`config.mk`:
```
export PLATFORM = sky130hd
export DESIGN_NAME = branch_resolver_flat
export DESIGN_NICKNAME = d
export VERILOG_FILES = /design/src/rtl/branch_resolver_if.sv /design/src/rtl/branch_resolver.sv /design/src/flat_wrapper.sv
export SDC_FILE = /design/constraint.sdc
export NUM_CORES = 1
export LEC_CHECK = 0
export BUFFER_PORTS_ARGS = -buffer_cell sky130_fd_sc_hd__buf_2
export CORE_MARGIN = 2
export CORE_UTILIZATION = 30
export DETAILED_ROUTE_END_ITERATION = 6
export PLACE_DENSITY = 0.46
export SYNTH_ARGS = -nofsm -noshare
export SYNTH_HDL_FRONTEND = slang
export SYNTH_SLANG_ARGS = --single-unit
export TNS_END_PERCENT = 50
```
`constraint.sdc`:
```
create_clock -name clk -period 5.4 [get_ports clk]
set_clock_uncertainty 0.1 [all_clocks]
set_input_delay 0.27 -clock clk [delete_from_list [all_inputs] [get_ports clk]]
set_output_delay 0.27 -clock clk [all_outputs]
set_load 0.1 [all_outputs]
```
`src/rtl/branch_resolver_if.sv`:
```
// Predictor/execute-facing handshake bundle for branch_resolver.
// The resolver owns the slave view; the driving environment owns the master view.
interface branch_resolver_if #(
    parameter int DEPTH = 4,
    parameter int CNT_W = 16
);
    localparam int OW = $clog2(DEPTH) + 1;

    logic             pred_valid;
    logic             pred_taken;
    logic             pred_ready;
    logic             res_valid;
    logic             res_taken;
    logic             upd_request;
    logic             upd_taken;
    logic             mispredict;
    logic             res_error;
    logic [OW-1:0]    occupancy;
    logic [CNT_W-1:0] mispredict_cnt;
    logic [CNT_W-1:0] resolve_cnt;

    modport master (
        output pred_valid, pred_taken, res_valid, res_taken,
        input  pred_ready, upd_request, upd_taken, mispredict,
        input  res_error, occupancy, mispredict_cnt, resolve_cnt
    );

    modport slave (
        input  pred_valid, pred_taken, res_valid, res_taken,
        output pred_ready, upd_request, upd_taken, mispredict,
        output res_error, occupancy, mispredict_cnt, resolve_cnt
    );
endinterface

```
`src/rtl/branch_resolver.sv`:
```
// In-order queue of predictions matched against execute-stage outcomes;
// trains the predictor, flags mispredicts and flushes the wrong path.
module branch_resolver #(
    parameter int DEPTH = 4,
    parameter int CNT_W = 16
) (
    input logic         clk,
    input logic         rst_n,
    branch_resolver_if.slave br
);
    localparam int AW = $clog2(DEPTH);
    localparam int OW = AW + 1;

    logic [DEPTH-1:0] mem;
    logic [AW-1:0]    head;
    logic [AW-1:0]    tail;
    logic [OW-1:0]    count;

    logic full;
    logic empty;
    logic push;
    logic pop;
    logic miss;
    logic err;

    logic             upd_request_q;
    logic             upd_taken_q;
    logic             mispredict_q;
    logic             res_error_q;
    logic [CNT_W-1:0] mis_cnt_q;
    logic [CNT_W-1:0] res_cnt_q;

    always_comb begin
        full  = (count == OW'(DEPTH));
        empty = (count == '0);
        push  = br.pred_valid && !full;
        pop   = br.res_valid && !empty;
        miss  = pop && (mem[head] != br.res_taken);
        err   = br.res_valid && empty;
    end

    // A mispredict drops everything younger, including a same-cycle push.
    always_ff @(posedge clk or negedge rst_n) begin
        if (!rst_n) begin
            mem   <= '0;
            head  <= '0;
            tail  <= '0;
            count <= '0;
        end else if (miss) begin
            head  <= tail;
            count <= '0;
        end else begin
            if (push) begin
                mem[tail] <= br.pred_taken;
                tail      <= tail + AW'(1);
            end
            if (pop) begin
                head <= head + AW'(1);
            end
            unique case ({push, pop})
                2'b10:   count <= count + OW'(1);
                2'b01:   count <= count - OW'(1);
                default: count <= count;
            endcase
        end
    end

    always_ff @(posedge clk or negedge rst_n) begin
        if (!rst_n) begin
            upd_request_q <= 1'b0;
            upd_taken_q   <= 1'b0;
            mispredict_q  <= 1'b0;
            res_error_q   <= 1'b0;
        end else begin
            upd_request_q <= pop;
            mispredict_q  <= miss;
            res_error_q   <= err;
            if (pop) begin
                upd_taken_q <= br.res_taken;
            end
        end
    end

    always_ff @(posedge clk or negedge rst_n) begin
        if (!rst_n) begin
            res_cnt_q <= '0;
            mis_cnt_q <= '0;
        end else begin
            if (pop && (res_cnt_q != '1)) begin
                res_cnt_q <= res_cnt_q + CNT_W'(1);
            end
            if (miss && (mis_cnt_q != '1)) begin
                mis_cnt_q <= mis_cnt_q + CNT_W'(1);
            end
        end
    end

    assign br.pred_ready     = !full;
    assign br.occupancy      = count;
    assign br.upd_request    = upd_request_q;
    assign br.upd_taken      = upd_taken_q;
    assign br.mispredict     = mispredict_q;
    assign br.res_error      = res_error_q;
    assign br.mispredict_cnt = mis_cnt_q;
    assign br.resolve_cnt    = res_cnt_q;

    a_mis_upd : assert property (
        @(posedge clk) disable iff (!rst_n)
        mispredict_q |-> upd_request_q
    );

    a_err_excl : assert property (
        @(posedge clk) disable iff (!rst_n)
        !(res_error_q && upd_request_q)
    );

    a_occ_max : assert property (
        @(posedge clk) disable iff (!rst_n)
        count <= OW'(DEPTH)
    );
endmodule

```
`src/flat_wrapper.sv`:
```
// flat-port wrapper written by rule: the top's interface ports become plain ports
module branch_resolver_flat 
#(
    parameter int DEPTH = 4,
    parameter int CNT_W = 16
)
  (clk, rst_n, br_pred_valid, br_pred_taken, br_res_valid, br_res_taken, br_pred_ready, br_upd_request, br_upd_taken, br_mispredict, br_res_error, br_occupancy, br_mispredict_cnt, br_resolve_cnt);
  branch_resolver_if #(.DEPTH(DEPTH), .CNT_W(CNT_W)) br_i ();
  input logic clk;
  input logic rst_n;
  input wire logic [$bits(br_i.pred_valid)-1:0] br_pred_valid;
  input wire logic [$bits(br_i.pred_taken)-1:0] br_pred_taken;
  input wire logic [$bits(br_i.res_valid)-1:0] br_res_valid;
  input wire logic [$bits(br_i.res_taken)-1:0] br_res_taken;
  output wire logic [$bits(br_i.pred_ready)-1:0] br_pred_ready;
  output wire logic [$bits(br_i.upd_request)-1:0] br_upd_request;
  output wire logic [$bits(br_i.upd_taken)-1:0] br_upd_taken;
  output wire logic [$bits(br_i.mispredict)-1:0] br_mispredict;
  output wire logic [$bits(br_i.res_error)-1:0] br_res_error;
  output wire logic [$bits(br_i.occupancy)-1:0] br_occupancy;
  output wire logic [$bits(br_i.mispredict_cnt)-1:0] br_mispredict_cnt;
  output wire logic [$bits(br_i.resolve_cnt)-1:0] br_resolve_cnt;
  assign br_i.pred_valid = br_pred_valid;
  assign br_i.pred_taken = br_pred_taken;
  assign br_i.res_valid = br_res_valid;
  assign br_i.res_taken = br_res_taken;
  assign br_pred_ready = br_i.pred_ready;
  assign br_upd_request = br_i.upd_request;
  assign br_upd_taken = br_i.upd_taken;
  assign br_mispredict = br_i.mispredict;
  assign br_res_error = br_i.res_error;
  assign br_occupancy = br_i.occupancy;
  assign br_mispredict_cnt = br_i.mispredict_cnt;
  assign br_resolve_cnt = br_i.resolve_cnt;
  branch_resolver #(.DEPTH(DEPTH), .CNT_W(CNT_W)) u_core (.clk(clk), .rst_n(rst_n), .br(br_i));
endmodule
```
# Word-level counts from Yosys, hierarchy flattened
# Cells that the tools add are included.
[totals] latchBits=0 in_bits=6 wordCells=48 n_memories=0 mem_bits_ro=0 output_inout_bits=40 ram_bits=0 ff_bits=47
[op_classes] magnitude_cmp=3 n_mux=9 shifts=0 n_eq_ne=6 bitwise_logic=1 div_mod_pow=0 n_reduce_logical=13 addsub=6 multipliers=0
[op_table] cell="16-bit by 1-bit adder with 16-bit output, second input constant" n=2
[op_table] cell="16-bit inequality test, second input constant" n=2
[op_table] cell="1-bit logical AND" n=7
[op_table] cell="2-bit by 3-bit less-than comparator with 1-bit output, second input constant" n=2
[op_table] cell="3-bit case mux with 2 select lines" n=1
[op_table] cell="2-bit by 1-bit adder with 2-bit output, second input constant" n=2
[op_table] cell="4-bit bitwise mux" n=1
[op_table] cell="2-bit 2-to-1 mux" n=2
[op_table] cell="3-bit by 1-bit adder with 3-bit output, second input constant" n=1
[op_table] cell="3-bit == test, second input constant" n=1
[op_table] cell="3-bit logical NOT" n=1
[op_table] cell="3-bit 2-to-1 mux" n=1
[op_table] cell="3-bit nonzero test" n=1
[op_table] cell="3-bit by 1-bit subtractor with 3-bit output, second input constant" n=1
[op_table] cell="1-bit binary-select mux with 2-bit select" n=1
[op_table] cell="1-bit demux with 2-bit select" n=1
[op_table] cell="2-bit by 1-bit == test with 1-bit output, second input constant" n=1
[op_table] cell="2-bit == test, second input constant" n=1
[op_table] cell="2-bit by 1-bit greater-or-equal comparator with 1-bit output, second input constant" n=1
[op_table] cell="1-bit logical NOT" n=2
[op_table] cell="1-bit 2-to-1 mux" n=2
[op_table] cell="2-bit AND reduction" n=1
[op_table] cell="2-bit nonzero test" n=1
[op_table] cell="1-bit inequality test" n=1
[op_table] cell="1-bit NOT" n=1

# Depth between registers and ports, before layout
[logic_depth] word_depth=6 ltp_mapped=8 depth_no_buf=8

# Least setup slack after synthesis
# No wires, ideal clock.
[synth_path] path_type="register to register" from="register u_core.count[0] (netlist: u_core.br.occupancy[0])" to="register u_core.count[2] (netlist: u_core.br.occupancy[2])" arrival_time_ns=2.812 slack_ns=2.363 stages_incl_launch_ff=9 setup_time_ns=0.125 synth_period_minus_slack_ns=3.037 path_buffers=0 t_required_ns=5.175 path_cell_list="dfrtp_1 > or3b_2 > nand2_1 > ha_1 > fa_1 > xnor2_1 > nor2_1 > xnor2_1 > nor2_1"
[synth_via] elab_chain_len=6 elab_cells_between_ends=14 cone_classes="2 x add/sub; 3 x eq/ne; 2 x mux; 7 x reduce/logical"
[synth_lines] element="start: declaration" line_no="branch_resolver.sv:17" rtl="logic [OW-1:0] count;"
[synth_lines] element="start signal: assignment" line_no="branch_resolver.sv:61" rtl="2'b10: count <= count + OW'(1);"
[synth_lines] element="start signal: assignment" line_no="branch_resolver.sv:62" rtl="2'b01: count <= count - OW'(1);"
[synth_lines] element="start signal: assignment" line_no="branch_resolver.sv:63" rtl="default: count <= count;"
[synth_lines] element="3-bit == test (*)" line_no="branch_resolver.sv:34" rtl="full = (count == OW'(DEPTH));"
[synth_lines] element="1-bit logical NOT (*)"
[synth_lines] element="net br_pred_ready" line_no="flat_wrapper.sv:15" rtl="output wire logic [$bits(br_i.pred_ready)-1:0] br_pred_ready;"
[synth_lines] element="1-bit logical AND (*)" line_no="branch_resolver.sv:36" rtl="push = br.pred_valid && !full;"
[synth_lines] element="2-bit by 1-bit == test with 1-bit output / 2-bit == test (equally long branches)" line_no="branch_resolver.sv:60" rtl="unique case ({push, pop})"
[synth_lines] element="3-bit case mux with 2 select lines" line_no="branch_resolver.sv:60"
[synth_lines] element="3-bit 2-to-1 mux" line_no="branch_resolver.sv:49" rtl="end else if (miss) begin"
# The timed path passes the listed nets; every way through them passes the cells marked *.
# A chain may end at the register's enable or synchronous reset.

# Worst setup path after layout
[layout_path] from="register u_core.count[1] (netlist: u_core.br.occupancy[1])" to="register u_core.count[2] (netlist: u_core.br.occupancy[2])"
[layout_via] elab_chain_len=6 elab_cells_between_ends=14 cone_classes="2 x add/sub; 3 x eq/ne; 2 x mux; 7 x reduce/logical"
[layout_lines] element="3-bit logical NOT (*)" line_no="branch_resolver.sv:35" rtl="empty = (count == '0);"
[layout_lines] element="1-bit logical NOT (*)" line_no="branch_resolver.sv:37" rtl="pop = br.res_valid && !empty;"
[layout_lines] element="1-bit logical AND (*)" line_no="branch_resolver.sv:37"
[layout_lines] element="net u_core.pop" line_no="branch_resolver.sv:22" rtl="logic pop;"
[layout_lines] element="2-bit by 1-bit == test with 1-bit output / 2-bit == test (equally long branches)" line_no="branch_resolver.sv:60"
[layout_lines] element="3-bit case mux with 2 select lines" line_no="branch_resolver.sv:60"
[layout_lines] element="3-bit 2-to-1 mux" line_no="branch_resolver.sv:49"
# Marked as above.

==> results.md <==
- Fillers: between 700 and 800
- Critical path type: flip-flop to flip-flop
- GRT overflow: 0
- Insertion delay to the later sink of the worst-skew pair: 290 ps
- Synth warnings: 0
- Worst min-delay path class: input pin to flip-flop
- Post-synthesis sequential area ratio: 0.505
- GRT Overall Usage: 0.123
- Clock Path Buffers: 2
- CP max-delay cell: o31ai_4
- N_diodes: 0
- Vias in the first global route: roughly 1600
- Worst rel slew slack: 0.587
- Core Footprint: ~7600 um2
- Vias: roughly 1600
- Reg area: 1180 um2
- Final min period: 2440 ps
- Vias per Instance: 4.68
- Max Cap Viol: 0
- Mapped Nets: 207
- RR Endpoint: u_core.br.occupancy[2]$_DFFE_PN0P_
- Layout area overhead: 20.0%
- Row count: 32
- Status: complete, no violations
- Worst-path clk slew: roughly 90 ps
- Num ports: 46
- Critical path required time: about 5500 ps
- Starting DRC count in detailed routing: 41
- Initial Util: 0.306
- Die height: 92.1 um
- CTS tree: done
- Min Hold Slack: 153 ps
- Worst-path maximum fanout: 9
- CTS resizes: 0
- Worst Tran Pin Value: 618 ps
- Post-route ant nets: 0
- Worst setup EP type: flip-flop
- CP Launch Type: flip-flop
- R2r startpoint: u_core.br.occupancy[1]$_DFFE_PN0P_
- Global-route wire length before repair: 8240 um
- Final period utilization: 0.452
- Worst Path Arrival: 2520 ps
- Pre-antenna DRT Iters: 4
- Slowest stage delay, CP: 490 ps
- Hold path start: br_pred_taken
- Crit path cell chain: o31ai_4 > inv_2 > ha_1 > fa_1 > xnor2_1 > nor2_1 > xnor2_1 > nor2_1
- CP startpoint: u_core.br.occupancy[1]$_DFFE_PN0P_
- Final Slew Violations: 0
- #FFs+latches synth: 47
- RePlAce Congestion: 0.740
- Post-Syn Area: 2330 um2
- DRC violations left: 0
- Area of the multi-input gates: 1110 um2
- Post-route setup TNS: 0 ps
- Ys flop type: dfrtp_1
- Final setup fails: 0
- Worst r2r path cells: 8
- Final hold vios: 0
- Die span in x: just over 90 um
- Hold Path Depth: 2
- Total power: between 1.5 and 2 mW
- RSZ-0062 raised after global routing: no
- WHS Endpoint: u_core.mem[1]$_DFFE_PN0P_
- CTS Hold Buffers Added: 1
- Post-Syn Instances: 193
- # Post-CTS Setup Buffers: 0
- Post-synth EDFFs: 0
- FMAX: 410 MHz
- Wire length per cell: between 10 and 15 um
- Synth Area per Inst: 12.1 um2
- Power Density: 645 nW/um2
- R2R Setup Slk: ~3000 ps
- Nets: ~260
- Netlist cell types: 40
- Hpwl dp: ~3400 um
- Largest net degree at the start of global routing: 48
- Synth async-reset ratio: 1.00
- Number of antenna violations at the first check in global routing: 0
- PortBufs: 45
- Cell at the root of the clock tree: clkbuf_8
- Die Footprint: 8490 um2
- Layout cells sized above 1: 0.297
- Leakage: 1.34 nW
- Final WL: 4760 um
- Maximum level of the CTS H-tree: 2
- Sink Count: 47
- Peak VDD IR: between 400 and 500 uV
- CTS buffer count: 5
synthesized netlist by cell type, drive strengths merged, types with 2 or more instances:
cell	number	area (um2)
dfrtp	47	1180
xnor2	27	255
nand2	17	73.8
nand4	13	81.3
and3	11	68.8
nand3	9	45.0
ha	7	87.6
mux2	7	93.8
nor2	7	28.8
and4	6	52.6
inv	5	18.8
mux2i	4	40.0
xor2	4	35.0
a21oi	3	15.0
a31oi	2	12.5
a41oi	2	17.5
buf	2	22.5
nand2b	2	12.5
o21ai	2	10.0
how the worst max path moves through the flow:
stage	endpoint	depth (start not counted)
2_1_floorplan	u_core.br.occupancy[2]$_DFFE_PN0P_	8
3_5_place_dp	u_core.br.occupancy[2]$_DFFE_PN0P_	8
6_report	u_core.br.occupancy[2]$_DFFE_PN0P_	8
3_3_place_gp	u_core.br.occupancy[2]$_DFFE_PN0P_	8
4_1_cts	u_core.br.occupancy[2]$_DFFE_PN0P_	8
5_1_grt	u_core.br.occupancy[2]$_DFFE_PN0P_	8
cell families (layout without fill, tap and decap cells):
| group | count (synthesis) | count (layout) | synth area share |
|---|---|---|---|
| mux | 12 | 12 | 0.0671 |
| flops | 47 | 47 | 0.505 |
| buf+inv | 7 | 60 | 0.0177 |
| compound gates | 17 | 17 | 0.0660 |
| fa+ha+maj | 8 | 8 | 0.0462 |
| simple gates | 71 | 71 | 0.174 |
| xor+xnor | 31 | 31 | 0.125 |
worst max-delay path, delay by kind of cell, from the launching register on:
kind                       cells  cell delay [ps]
AOI/OAI and AO/OA              1              490
xor gates and xnor gates       2              270
buffers and inverters          1              170
and+or+nand+nor                2              170
DFF                            1              470
adders and majority gates      2              670
flip-flops by register name, summed over array words and instances, names as in the netlist:
signal,cells
u_core.br.mispredict_cnt,16
u_core.br.resolve_cnt,16
u_core.mem,4
u_core.br.occupancy,3
u_core.head,2
u_core.tail,2
u_core.br.mispredict,1
u_core.br.res_error,1
u_core.br.upd_request,1
u_core.br.upd_taken,1
metal layers:
metal / wire (um) / up-vias / global-route usage
met5: 0 / - / 0
met4: 41 / 0 / 0.0435
met3: 210 / 4 / 0.0362
met2: 2180 / 33 / 0.180
met1: 2330 / 792 / 0.173
li1: - / 798 / -
report_power, final:
| group | internal, mW | switching (mW) |
|---|---|---|
| combinational | 0.244 | 0.712 |
| clock | 0.150 | 0.119 |
| sequential | 0.449 | 0.128 |
metrics by stage:
| stage | util | cell area (um2) | instances | worst slack [ps] |
|---|---|---|---|---|
| final | 0.368 | 2800 | 348 | 2960 |
| after global routing | 0.368 | 2800 | 348 | 2730 |
| after floorplan | - | 2330 | 193 | 2360 |
| after global placement | 0.351 | 2670 | 339 | 2990 |
| after CTS | 0.368 | 2800 | 348 | 2940 |
| after detailed placement | 0.351 | 2670 | 339 | 2950 |
cells in the final DEF, fill, tap and decap left out, types with 2 or more instances in the layout:
cell	instances
mux2_2	3
and3_1	11
mux2i_1	4
a21oi_1	3
ha_1	7
nor2_1	6
buf_2	45
xnor2_1	26
nand2_2	4
mux2_4	4
nand2_1	13
nand2b_1	2
and4_1	6
xor2_1	4
o21ai_0	2
nand4_1	13
clkbuf_8	6
a41oi_1	2
nand3_1	9
a31oi_1	2
dfrtp_1	47
inv_1	4
layout make-up:
cell class	instances	share of cell area
Clock buffer	6	0.0295
Tap cell	102	0.0456
Clock inverter	2	0.0125
Inverter	5	0.00671
Sequential cell	47	0.421
Timing Repair Buffer	47	0.0868
Multi-Input combinational cell	139	0.398
No activity file was read; power rests on OpenSTA's default activity.
